File: src/rtl/apb_pkg.sv
// Shared definitions for the queued APB master: FSM encoding and command word layout.
package apb_pkg;

  typedef enum logic [1:0] {
    ST_IDLE   = 2'd0,
    ST_SETUP  = 2'd1,
    ST_ACCESS = 2'd2,
    ST_RESP   = 2'd3
  } apb_state_e;

  // Command word is packed as {write, addr, wdata, strb}.
  function automatic int unsigned cmd_width(input int unsigned addr_w, input int unsigned data_w);
    return 1 + addr_w + data_w + data_w / 8;
  endfunction

endpackage

File: src/rtl/apb_cmd_fifo.sv
// Synchronous command FIFO with registered occupancy, full and empty flags.
module apb_cmd_fifo #(
  parameter int unsigned DEPTH = 4,
  parameter int unsigned WIDTH = 8
) (
  input  logic                     pclk,
  input  logic                     presetn,
  input  logic                     push,
  input  logic                     pop,
  input  logic [WIDTH-1:0]         din,
  output logic [WIDTH-1:0]         dout_c,
  output logic                     full,
  output logic                     empty,
  output logic [$clog2(DEPTH):0]   count
);

  localparam int unsigned AW = $clog2(DEPTH);
  localparam int unsigned CW = AW + 1;

  logic [WIDTH-1:0] mem [DEPTH];
  logic [AW-1:0]    wptr;
  logic [AW-1:0]    rptr;
  logic             do_push;
  logic             do_pop;
  logic [CW-1:0]    count_d;

  always_comb begin
    do_push = push && !full;
    do_pop  = pop && !empty;
    count_d = count + CW'(do_push) - CW'(do_pop);
  end

  always_ff @(posedge pclk or negedge presetn) begin
    if (!presetn) begin
      wptr  <= '0;
      rptr  <= '0;
      count <= '0;
      full  <= 1'b0;
      empty <= 1'b1;
    end else begin
      if (do_push) wptr <= wptr + AW'(1);
      if (do_pop)  rptr <= rptr + AW'(1);
      count <= count_d;
      full  <= (count_d == CW'(DEPTH));
      empty <= (count_d == '0);
    end
  end

  // Storage carries no reset; occupancy alone defines validity.
  always_ff @(posedge pclk) begin
    if (do_push) mem[wptr] <= din;
  end

  assign dout_c = mem[rptr];

endmodule

File: src/rtl/apb_master_cmdq.sv
// APB4 master fed by a command FIFO, with one-hot slave decode, response channel and wait-state timeout.
module apb_master_cmdq
  import apb_pkg::*;
#(
  parameter int unsigned DATA     = 32,
  parameter int unsigned ADDR     = 32,
  parameter int unsigned DEPTH    = 4,
  parameter int unsigned NUM_SLV  = 4,
  parameter int unsigned SEL_BITS = 2,
  parameter int unsigned TIMEOUT  = 256
) (
  input  logic                    pclk,
  input  logic                    presetn,
  input  logic                    cmd_valid,
  output logic                    cmd_ready,
  input  logic                    cmd_write,
  input  logic [ADDR-1:0]         cmd_addr,
  input  logic [DATA-1:0]         cmd_wdata,
  input  logic [DATA/8-1:0]       cmd_strb,
  output logic                    rsp_valid,
  input  logic                    rsp_ready,
  output logic [DATA-1:0]         rsp_rdata,
  output logic                    rsp_err,
  output logic                    rsp_timeout,
  output logic [NUM_SLV-1:0]      psel,
  output logic                    penable,
  output logic [ADDR-1:0]         paddr,
  output logic                    pwrite,
  output logic [DATA-1:0]         pwdata,
  output logic [DATA/8-1:0]       pstrb,
  input  logic [NUM_SLV-1:0]      pready,
  input  logic [NUM_SLV*DATA-1:0] prdata,
  input  logic [NUM_SLV-1:0]      pslverr
);

  localparam int unsigned STRB  = DATA / 8;
  localparam int unsigned CMD_W = cmd_width(ADDR, DATA);
  localparam int unsigned CNT_W = $clog2(DEPTH) + 1;
  localparam int unsigned WT_W  = (TIMEOUT == 0) ? 1 : $clog2(TIMEOUT + 1);

  apb_state_e state_q, state_d;

  logic [NUM_SLV-1:0] psel_q, psel_d;
  logic               penable_q, penable_d;
  logic [ADDR-1:0]    paddr_q, paddr_d;
  logic               pwrite_q, pwrite_d;
  logic [DATA-1:0]    pwdata_q, pwdata_d;
  logic [STRB-1:0]    pstrb_q, pstrb_d;
  logic [WT_W-1:0]    wait_q, wait_d;
  logic               rsp_valid_q, rsp_valid_d;
  logic [DATA-1:0]    rsp_rdata_q, rsp_rdata_d;
  logic               rsp_err_q, rsp_err_d;
  logic               rsp_timeout_q, rsp_timeout_d;
  logic               cmd_ready_q, cmd_ready_d;

  logic [CMD_W-1:0]   head_c;
  logic               head_write;
  logic [ADDR-1:0]    head_addr;
  logic [DATA-1:0]    head_wdata;
  logic [STRB-1:0]    head_strb;
  logic [SEL_BITS-1:0] head_idx;
  logic               dec_ok;

  logic               fifo_full;
  logic               fifo_empty;
  logic [CNT_W-1:0]   fifo_count;
  logic               push;
  logic               launch;
  logic               xfer_done;
  logic               xfer_abort;

  logic               sel_ready;
  logic               sel_err;
  logic [DATA-1:0]    sel_rdata;

  assign push = cmd_valid && cmd_ready_q && !fifo_full;

  apb_cmd_fifo #(
    .DEPTH (DEPTH),
    .WIDTH (CMD_W)
  ) u_fifo (
    .pclk    (pclk),
    .presetn (presetn),
    .push    (push),
    .pop     (launch),
    .din     ({cmd_write, cmd_addr, cmd_wdata, cmd_strb}),
    .dout_c  (head_c),
    .full    (fifo_full),
    .empty   (fifo_empty),
    .count   (fifo_count)
  );

  assign {head_write, head_addr, head_wdata, head_strb} = head_c;
  assign head_idx = head_addr[ADDR-1 -: SEL_BITS];
  assign dec_ok   = (32'(head_idx) < NUM_SLV);

  // Return-path mux steered by the registered one-hot select.
  always_comb begin
    sel_ready = 1'b0;
    sel_err   = 1'b0;
    sel_rdata = '0;
    for (int i = 0; i < NUM_SLV; i++) begin
      if (psel_q[i]) begin
        sel_ready = pready[i];
        sel_err   = pslverr[i];
        sel_rdata = prdata[i*DATA +: DATA];
      end
    end
  end

  // Next-state and next-output logic.
  always_comb begin
    state_d       = state_q;
    psel_d        = psel_q;
    penable_d     = penable_q;
    paddr_d       = paddr_q;
    pwrite_d      = pwrite_q;
    pwdata_d      = pwdata_q;
    pstrb_d       = pstrb_q;
    wait_d        = wait_q;
    rsp_valid_d   = rsp_valid_q;
    rsp_rdata_d   = rsp_rdata_q;
    rsp_err_d     = rsp_err_q;
    rsp_timeout_d = rsp_timeout_q;
    launch        = 1'b0;
    xfer_done     = 1'b0;
    xfer_abort    = 1'b0;

    case (state_q)
      ST_IDLE: launch = !fifo_empty;
      ST_SETUP: begin
        penable_d = 1'b1;
        wait_d    = '0;
        state_d   = ST_ACCESS;
      end
      ST_ACCESS: begin
        if (sel_ready) begin
          xfer_done = 1'b1;
        end else if (TIMEOUT != 0 && wait_q == WT_W'(TIMEOUT - 1)) begin
          xfer_abort = 1'b1;
        end else begin
          wait_d = wait_q + WT_W'(1);
        end
      end
      ST_RESP: begin
        if (rsp_ready) begin
          rsp_valid_d   = 1'b0;
          rsp_rdata_d   = '0;
          rsp_err_d     = 1'b0;
          rsp_timeout_d = 1'b0;
          state_d       = ST_IDLE;
          launch        = !fifo_empty;
        end
      end
      default: state_d = ST_IDLE;
    endcase

    if (xfer_done || xfer_abort) begin
      psel_d        = '0;
      penable_d     = 1'b0;
      paddr_d       = '0;
      pwrite_d      = 1'b0;
      pwdata_d      = '0;
      pstrb_d       = '0;
      rsp_valid_d   = 1'b1;
      rsp_err_d     = xfer_abort || sel_err;
      rsp_timeout_d = xfer_abort;
      rsp_rdata_d   = (xfer_done && !pwrite_q && !sel_err) ? sel_rdata : '0;
      state_d       = ST_RESP;
    end

    // A decode miss skips the bus entirely and answers with an error.
    if (launch) begin
      if (dec_ok) begin
        state_d  = ST_SETUP;
        psel_d   = NUM_SLV'(1) << head_idx;
        paddr_d  = head_addr;
        pwrite_d = head_write;
        pwdata_d = head_write ? head_wdata : '0;
        pstrb_d  = head_write ? head_strb : '0;
      end else begin
        state_d       = ST_RESP;
        rsp_valid_d   = 1'b1;
        rsp_err_d     = 1'b1;
        rsp_timeout_d = 1'b0;
        rsp_rdata_d   = '0;
      end
    end

    cmd_ready_d = (fifo_count + CNT_W'(push) - CNT_W'(launch)) != CNT_W'(DEPTH);
  end

  always_ff @(posedge pclk or negedge presetn) begin
    if (!presetn) begin
      state_q       <= ST_IDLE;
      psel_q        <= '0;
      penable_q     <= 1'b0;
      paddr_q       <= '0;
      pwrite_q      <= 1'b0;
      pwdata_q      <= '0;
      pstrb_q       <= '0;
      wait_q        <= '0;
      rsp_valid_q   <= 1'b0;
      rsp_rdata_q   <= '0;
      rsp_err_q     <= 1'b0;
      rsp_timeout_q <= 1'b0;
      cmd_ready_q   <= 1'b0;
    end else begin
      state_q       <= state_d;
      psel_q        <= psel_d;
      penable_q     <= penable_d;
      paddr_q       <= paddr_d;
      pwrite_q      <= pwrite_d;
      pwdata_q      <= pwdata_d;
      pstrb_q       <= pstrb_d;
      wait_q        <= wait_d;
      rsp_valid_q   <= rsp_valid_d;
      rsp_rdata_q   <= rsp_rdata_d;
      rsp_err_q     <= rsp_err_d;
      rsp_timeout_q <= rsp_timeout_d;
      cmd_ready_q   <= cmd_ready_d;
    end
  end

  assign cmd_ready   = cmd_ready_q;
  assign rsp_valid   = rsp_valid_q;
  assign rsp_rdata   = rsp_rdata_q;
  assign rsp_err     = rsp_err_q;
  assign rsp_timeout = rsp_timeout_q;
  assign psel        = psel_q;
  assign penable     = penable_q;
  assign paddr       = paddr_q;
  assign pwrite      = pwrite_q;
  assign pwdata      = pwdata_q;
  assign pstrb       = pstrb_q;

endmodule

File: config.mk
export PLATFORM = sky130hd
export DESIGN_NAME = apb_master_cmdq
export DESIGN_NICKNAME = d
export VERILOG_FILES = /design/src/rtl/apb_pkg.sv /design/src/rtl/apb_cmd_fifo.sv /design/src/rtl/apb_master_cmdq.sv
export SDC_FILE = /design/constraint.sdc
export NUM_CORES = 1
export LEC_CHECK = 0
export ABC_AREA = 1
export BUFFER_PORTS_ARGS = -buffer_cell sky130_fd_sc_hd__buf_4
export CORE_MARGIN = 3
export CORE_UTILIZATION = 35
export DETAILED_ROUTE_END_ITERATION = 10
export REMOVE_ABC_BUFFERS = 1
export SLEW_MARGIN = 0
export SYNTH_ARGS = -nofsm -noshare
export SYNTH_HDL_FRONTEND = slang
export SYNTH_SLANG_ARGS = --single-unit
File: constraint.sdc
create_clock -name pclk -period 6.8 [get_ports pclk]
set_input_delay 0.34 -clock pclk [delete_from_list [all_inputs] [get_ports pclk]]
set_output_delay 0.34 -clock pclk [all_outputs]
set_load 0.005 [all_outputs]
---- Yosys cells after proc, flatten, opt, wreduce, memory -nomap -nowiden ----
Memories as Yosys holds them, arrays and structs flattened.
Index checks and enable logic that the tools add are counted.
cells by class
  mux-type cells .......................... 49
  div/mod/pow operators ................... 0
  add/sub/neg operators ................... 7
  multiply operators ...................... 0
  equality and inequality tests ........... 9
  shifts and indexed selects .............. 1
  bitwise gates (word level) .............. 0
  reductions and logical operators ........ 23
  order comparisons ....................... 0
operators with widths
  cell                                              count
  2-to-1 mux 32 bit                                 12
  2-to-1 mux 1 bit                                  25
  2-to-1 mux 9 bit                                  2
  one-hot mux 9 bit (2 select lines)                1
  2-to-1 mux 4 bit                                  4
  nonzero test 2 bit                                5
  adder 9 x 1 -> 9 bit (second input constant)      1
  == test 9 x 8 -> 1 bit (second input constant)    1
  adder 3 x 1 -> 3 bit                              2
  logical AND 1 bit                                 6
  2-to-1 mux 2 bit                                  3
  subtractor 3 x 1 -> 3 bit                         2
  adder 2 x 1 -> 2 bit (second input constant)      2
  == test 2 bit (second input constant)             2
  zero test 1 bit                                   4
  != test 2 bit (second input constant)             2
  != test 4 x 3 -> 1 bit (second input constant)    1
  one-hot mux 2 bit (2 select lines)                1
  AND reduction 2 bit                               2
  nonzero test 4 bit                                1
  << shifter 1 x 2 -> 4 bit (first input constant)  1
  == test 3 bit (second input constant)             1
  zero test 3 bit                                   1
  != test 3 bit (second input constant)             1
  other kinds (5)                                   6
storage, ports and cells
  output and inout bits ................... 110
  bits in writable memories ............... 276
  bits in registers ....................... 130
  bits of input ports ..................... 209
  ROM bits ................................ 0
  bits in latches ......................... 0
  logic and storage cells ................. 108
  memories ................................ 1
memories
  memory      depth  width  rd ports  clocked after Yosys merged registers in  wr ports  RTL line            text
  u_fifo.mem  4      69     1         0                                        1         apb_cmd_fifo.sv:20  logic [WIDTH-1:0] mem [DEPTH];

---- Depth between registers and ports, before layout ----
  depth in word-level cells ............... 10
  mapped depth ............................ 14
  depth with buffers taken out ............ 13

---- Hierarchy ----
From an unflattened synthesis, not the netlist that was laid out.
second synthesis, totals
  cell total of the unflattened synthesis .. 1,596
  area, all modules ....................... 17,364.2 um2
by module, submodules not included
  module           area an instance (um2)  sequential area each (um2)  cells an instance  instances
  apb_cmd_fifo     10,985.5                8,514.4                     790                1
  apb_master_cmdq  6,378.6                 3,027.9                     806                1

---- Least setup slack after synthesis ----
No wires, ideal clock.
  path kind ............................... reg2reg
  from .................................... register cmd_ready_q (netlist: cmd_ready)
  to ...................................... memory u_fifo.mem[0][0] in the netlist's numbering (enable)
  required time ........................... 6.304 ns
  setup slack ............................. 2.653 ns
  buffers on the path ..................... 0
  stages on the path, launching flop included .. 5
  arrival ................................. 3.650 ns
  period minus slack after synthesis ...... 4.147 ns
  library setup time ...................... 0.496 ns
  cells stage by stage .................... dfrtp_1 nand2_1 nor2_1 inv_1 nor2_1
on the way
  word-level cells in the longest chain between the ends .. 5
ends and longest elaborated chain
  element                                 RTL line                text
  start: declaration                      apb_master_cmdq.sv:54   logic cmd_ready_q, cmd_ready_d;
  start signal: assignment                apb_master_cmdq.sv:221  cmd_ready_q <= cmd_ready_d;
  logical AND 1 bit (2 in a row)          apb_master_cmdq.sv:76   assign push = cmd_valid && cmd_ready_q && !fifo_full;
  logical AND 1 bit                       apb_cmd_fifo.sv:28      do_push = push && !full;
  via u_fifo.do_push                      apb_cmd_fifo.sv:23      logic do_push;
  2-to-1 mux 1 bit                        apb_cmd_fifo.sv:51      if (do_push) mem[wptr] <= din;
  2-to-1 mux 1 bit (implied by the code)  apb_cmd_fifo.sv:51
  end: declaration                        apb_cmd_fifo.sv:20
The timed path passes the listed nets, and every way through them passes these cells.

---- Worst setup path after layout ----
  from .................................... register state_q[1]
  to ...................................... register cmd_ready_q (netlist: cmd_ready)
on the way
  word-level cells in the longest chain between the ends .. 4
  elaborated cells on any way between the ends .. 5
  those cells by class .................... add/sub (1); eq/ne (2); mux (1); reduce/logical (1)
ends and longest elaborated chain
  element                                                  RTL line                text
  start: declaration                                       apb_master_cmdq.sv:41   apb_state_e state_q, state_d;
  start signal: assignment                                 apb_master_cmdq.sv:209  state_q <= state_d;
  == test 2 bit / zero test 2 bit (equally long branches)  apb_master_cmdq.sv:129  case (state_q)
  one-hot mux 1 bit (2 select lines) *                     apb_master_cmdq.sv:129
  subtractor 3 x 1 -> 3 bit *                              apb_master_cmdq.sv:190  cmd_ready_d = (fifo_count + CNT_W'(push) - CNT_W'(launch)) != CNT_W'(DEPTH);
  != test 3 bit *                                          apb_master_cmdq.sv:190
  via cmd_ready_d                                          apb_master_cmdq.sv:54
Mark *: on every way through the listed nets, which the timed path passes. The rest lies on a longest branch.
A chain may end at the register's enable or synchronous reset.

==> run summary <==
The transition at the pin with the smallest max-transition slack was 1.14 ns; the worst-case setup margin in the final layout was 3.32 ns. The number of hold violations in the final report came out at 0. The cell row count came out at 79. Clock-pin slew was measured on the worst setup and hold paths at 0.06 ns. For the count of pins over their slew limit, the log shows 0.

For the placement-stage worst setup slack, the log shows 3.32 ns. Post-CTS timing repair inserted 0 buffers for setup. The run gives 4,292 as the number of filler instances in the final layout. The clock drives 406 sinks. The flow ran to the end, and the final reports show no timing, DRC or antenna violations.

STA classifies the critical path endpoint as a flip-flop. The run gives 36 as the number of different library cells in the post-synthesis netlist. Setup violations remaining at the end of the flow were counted as 0. The tools report the number of vias after detailed routing as 12,360. Dividing the detail-routed via count by the number of cells gives 4.92. Post-CTS repair changed the size of 0 cells.

Most used flip-flop cell after synthesis: sky130_fd_sc_hd__edfxtp_1. The pre-antenna-repair detailed-routing pass consisted of 5 iterations. Timing would allow up to 288 MHz. Summing all flip-flop and latch instances after layout gives 11,600 sq um.

The mapped cell area came out at 16,800 sq um. Once the floorplan was initialized, standard cells occupied 35.8% of the core. After detailed placement, the total cell area comes to 19,700 sq um. After clock tree synthesis, the flow added hold-fix buffers numbering 70.

The TritonCTS buffer count was 44; the detailed-route wire length per cell was 18.4 um. The classification of the worst setup path is flip-flop to flip-flop. Area added between synthesis and finish: 30.0%. The detail route stage leaves a number of antenna-violating nets equal to 0.

The run gives 46,100 um as the total wire length after detailed routing. In this run the horizontal extent of the chip is 225 um. Across every metal layer, demand over resource in global routing totals 17.7%. The worst min-delay path class is primary input to flip-flop. The floorplan step defined a die boundary enclosing 50,800 sq um. Setup repair after global routing left no endpoint under its margin. The tool flagged a number of max-cap violations equal to 0.

The sum of net half-perimeters after detailed placement was 28,300 um. Cell chosen for the clock root: sky130_fd_sc_hd__clkbuf_16. The cell area power density was 417 nW/um^2; the final hold slack was 0.102 ns. Headroom to the max-slew limit came out at 24.1%. Of the cells placed in the final design, the portion with a size suffix greater than 1 is 22.3%.

Summing the sequential cell areas from Yosys gives 68.6% of the chip area. For this design the static power due to leakage is 9.16 nW. For this run, the post-layout net count is 2,090. The clock latency on the worst-skew pair was 0.57 ns.

The die height is 225 um, and the total number of yosys warnings is 0. The smallest clock period supported by the final layout is computed as 3.48 ns. The longest clock path from root to sink contains 3 buffers. The first routing iteration left 712 violations. For the worst setup path, the data required time is 7.29 ns. Counting flops with a built-in enable in the synthesized netlist gives 276. The tools report the boundary pin count as 319. The number of global-route vias before repair was 12,123; the fraction of synthesized cell area taken by the top area cell type was 49.2%.

The per-instance average area after synthesis was 11.1 sq um; the share of flip-flops with an asynchronous set or reset was 32.0%. For the final database, setup skew stands at 0.0195 ns. The level count of the clock H-tree was 2. With fillers left out, the area of the finished cells amounts to 21,900 sq um. Maximum VDD drop: 257 uV. The cell count after synthesis came out at 1,513.

Cell taking the most area after synthesis: sky130_fd_sc_hd__edfxtp_1. Counting flops and latches in the post-synthesis netlist gives 406. In the routed design, unresolved DRC markers number 0. The logs give 0 for the total congestion overflow after global routing and 0 ns for the setup total negative slack. For the worst setup path, the data arrival time is 3.96 ns. The footprint of the multi-input gates is 4470 sq um.

The final estimated routing congestion in global placement was 0.837. Largest net degree at the start of global routing: 116. TritonCTS built the clock tree. The first global-routing pass estimated 69,300 um of wire. The placeable core area is 47,100 sq um. STA classifies the critical path startpoint as a flip-flop. Input and output buffers added on the ports amount to 318. Along the worst path, the maximum fanout reaches 43.

The portion of the clock cycle consumed by the worst path in the final layout came out at 51.1%. The initial antenna violation count is 7. By area the synthesized netlist is led by sky130_fd_sc_hd__edfxtp_1 (49%), sky130_fd_sc_hd__dfrtp_1 (19%), sky130_fd_sc_hd__nand2_1 (8.6%).
-- cells in the mapped netlist, types with 23 or more instances --
cell type / instances
sky130_fd_sc_hd__buf_2: 27
sky130_fd_sc_hd__a32o_1: 36
sky130_fd_sc_hd__dfrtp_1: 129
sky130_fd_sc_hd__nand2_1: 384
sky130_fd_sc_hd__a21oi_1: 105
sky130_fd_sc_hd__o21ai_1: 54
sky130_fd_sc_hd__nand3_1: 143
sky130_fd_sc_hd__edfxtp_1: 276
sky130_fd_sc_hd__nor2_1: 23
sky130_fd_sc_hd__o21ai_0: 120
sky130_fd_sc_hd__clkbuf_1: 41
sky130_fd_sc_hd__inv_1: 96
-- area by class of cell --
cell class / count / share of cell area [%]
multi-input cells: 908 / 20.5
diodes: 4 / 0.0458
inverters: 103 / 1.79
well taps: 607 / 3.47
repair buffers: 401 / 14.6
clock buffers: 61 / 5.75
flip-flops and latches: 406 / 52.8
clock inverters: 21 / 1.12
-- worst paths after layout --
path                                                   to                 startpoint  slack (ns)  depth (start not counted)
worst max register to register        cmd_ready$_DFF_PN0_     state_q[1]$_DFFE_PN0P_        3.32                         13
min in group asynchronous       rsp_rdata[20]$_DFFE_PN0P_                    presetn        0.43                          2
worst min register to register  rsp_rdata[12]$_DFFE_PN0P_  rsp_rdata[12]$_DFFE_PN0P_        0.47                          2
max in group asynchronous           paddr[17]$_DFFE_PN0P_                    presetn        5.10                          3
worst max-delay path                  cmd_ready$_DFF_PN0_     state_q[1]$_DFFE_PN0P_        3.32                         13
worst min-delay path            rsp_rdata[16]$_DFFE_PN0P_                prdata[112]        0.10                          5
-- sequential cells by signal, summed over array words and instances (netlist names) --
register,cells
u_fifo.count,3
paddr,32
pwrite,1
u_fifo.rptr,2
rsp_err,1
state_q,2
rsp_rdata,32
rsp_valid,1
u_fifo.wptr,2
u_fifo.mem,276
u_fifo.empty,1
pwdata,32
pstrb,4
rsp_timeout,1
penable,1
wait_q,9
cmd_ready,1
u_fifo.full,1
psel,4
-- critical path: stages, from the launching register on --
cell and delay [ns]:
sky130_fd_sc_hd__dfrtp_1 0.43, sky130_fd_sc_hd__ha_1 0.27, sky130_fd_sc_hd__nand2_1 0.11, sky130_fd_sc_hd__nand2_1 0.07
sky130_fd_sc_hd__nand3_2 0.05, sky130_fd_sc_hd__buf_4 0.49, sky130_fd_sc_hd__inv_2 0.53, sky130_fd_sc_hd__ha_1 0.44
sky130_fd_sc_hd__inv_1 0.06, sky130_fd_sc_hd__ha_1 0.13, sky130_fd_sc_hd__inv_1 0.05, sky130_fd_sc_hd__fa_1 0.39
sky130_fd_sc_hd__or2_2 0.30, sky130_fd_sc_hd__nand4_1 0.07
-- metrics by stage --
stage | utilization, % | total power, mW | instances
5_1_grt | 46.5 | 9.76 | 2509
2_1_floorplan | - | 5.39 | 1417
6_report | 46.5 | 9.11 | 2511
4_1_cts | 46.5 | 9.26 | 2507
3_3_place_gp | 41.8 | 6.68 | 2355
3_5_place_dp | 41.8 | 6.75 | 2355
-- cell usage in the layout, fill, tap and decap left out, drive strengths merged, types with 2 or more instances in the layout --
master	netlist	layout
o21ai	174	174
nor2	24	24
buf	54	331
ha	15	15
a32o	36	36
edfxtp	276	276
xor2	6	6
fa	2	2
inv	103	103
or2	2	2
a21oi	106	106
diode	0	4
dfrtp	129	129
nand3	145	145
nand2	387	387
dlygate4sd3	0	70
nand4	3	3
o22ai	4	4
clkinv	0	16
clkbuf	42	61
bufinv	0	5
-- metal layers --
metal  global-route usage [%]  wire (um)
met1                     21.3      18500
met2                     30.6      22500
met3                     4.25       3550
met4                     7.01       1590
met5                        0         34
-- logic make-up after synthesis --
kind of cell | synth area share [%]
buf+inv | 5.05
xor+xnor | 0.364
fa+ha+maj | 1.35
flops | 68.6
simple gates | 13.9
compound gates | 10.7
-- where the power goes --
part           switching, mW  internal [mW]
logic                   1.89           1.12
clock network          0.958           1.49
registers              0.380           3.28
Power figures use the tool's default switching activity.
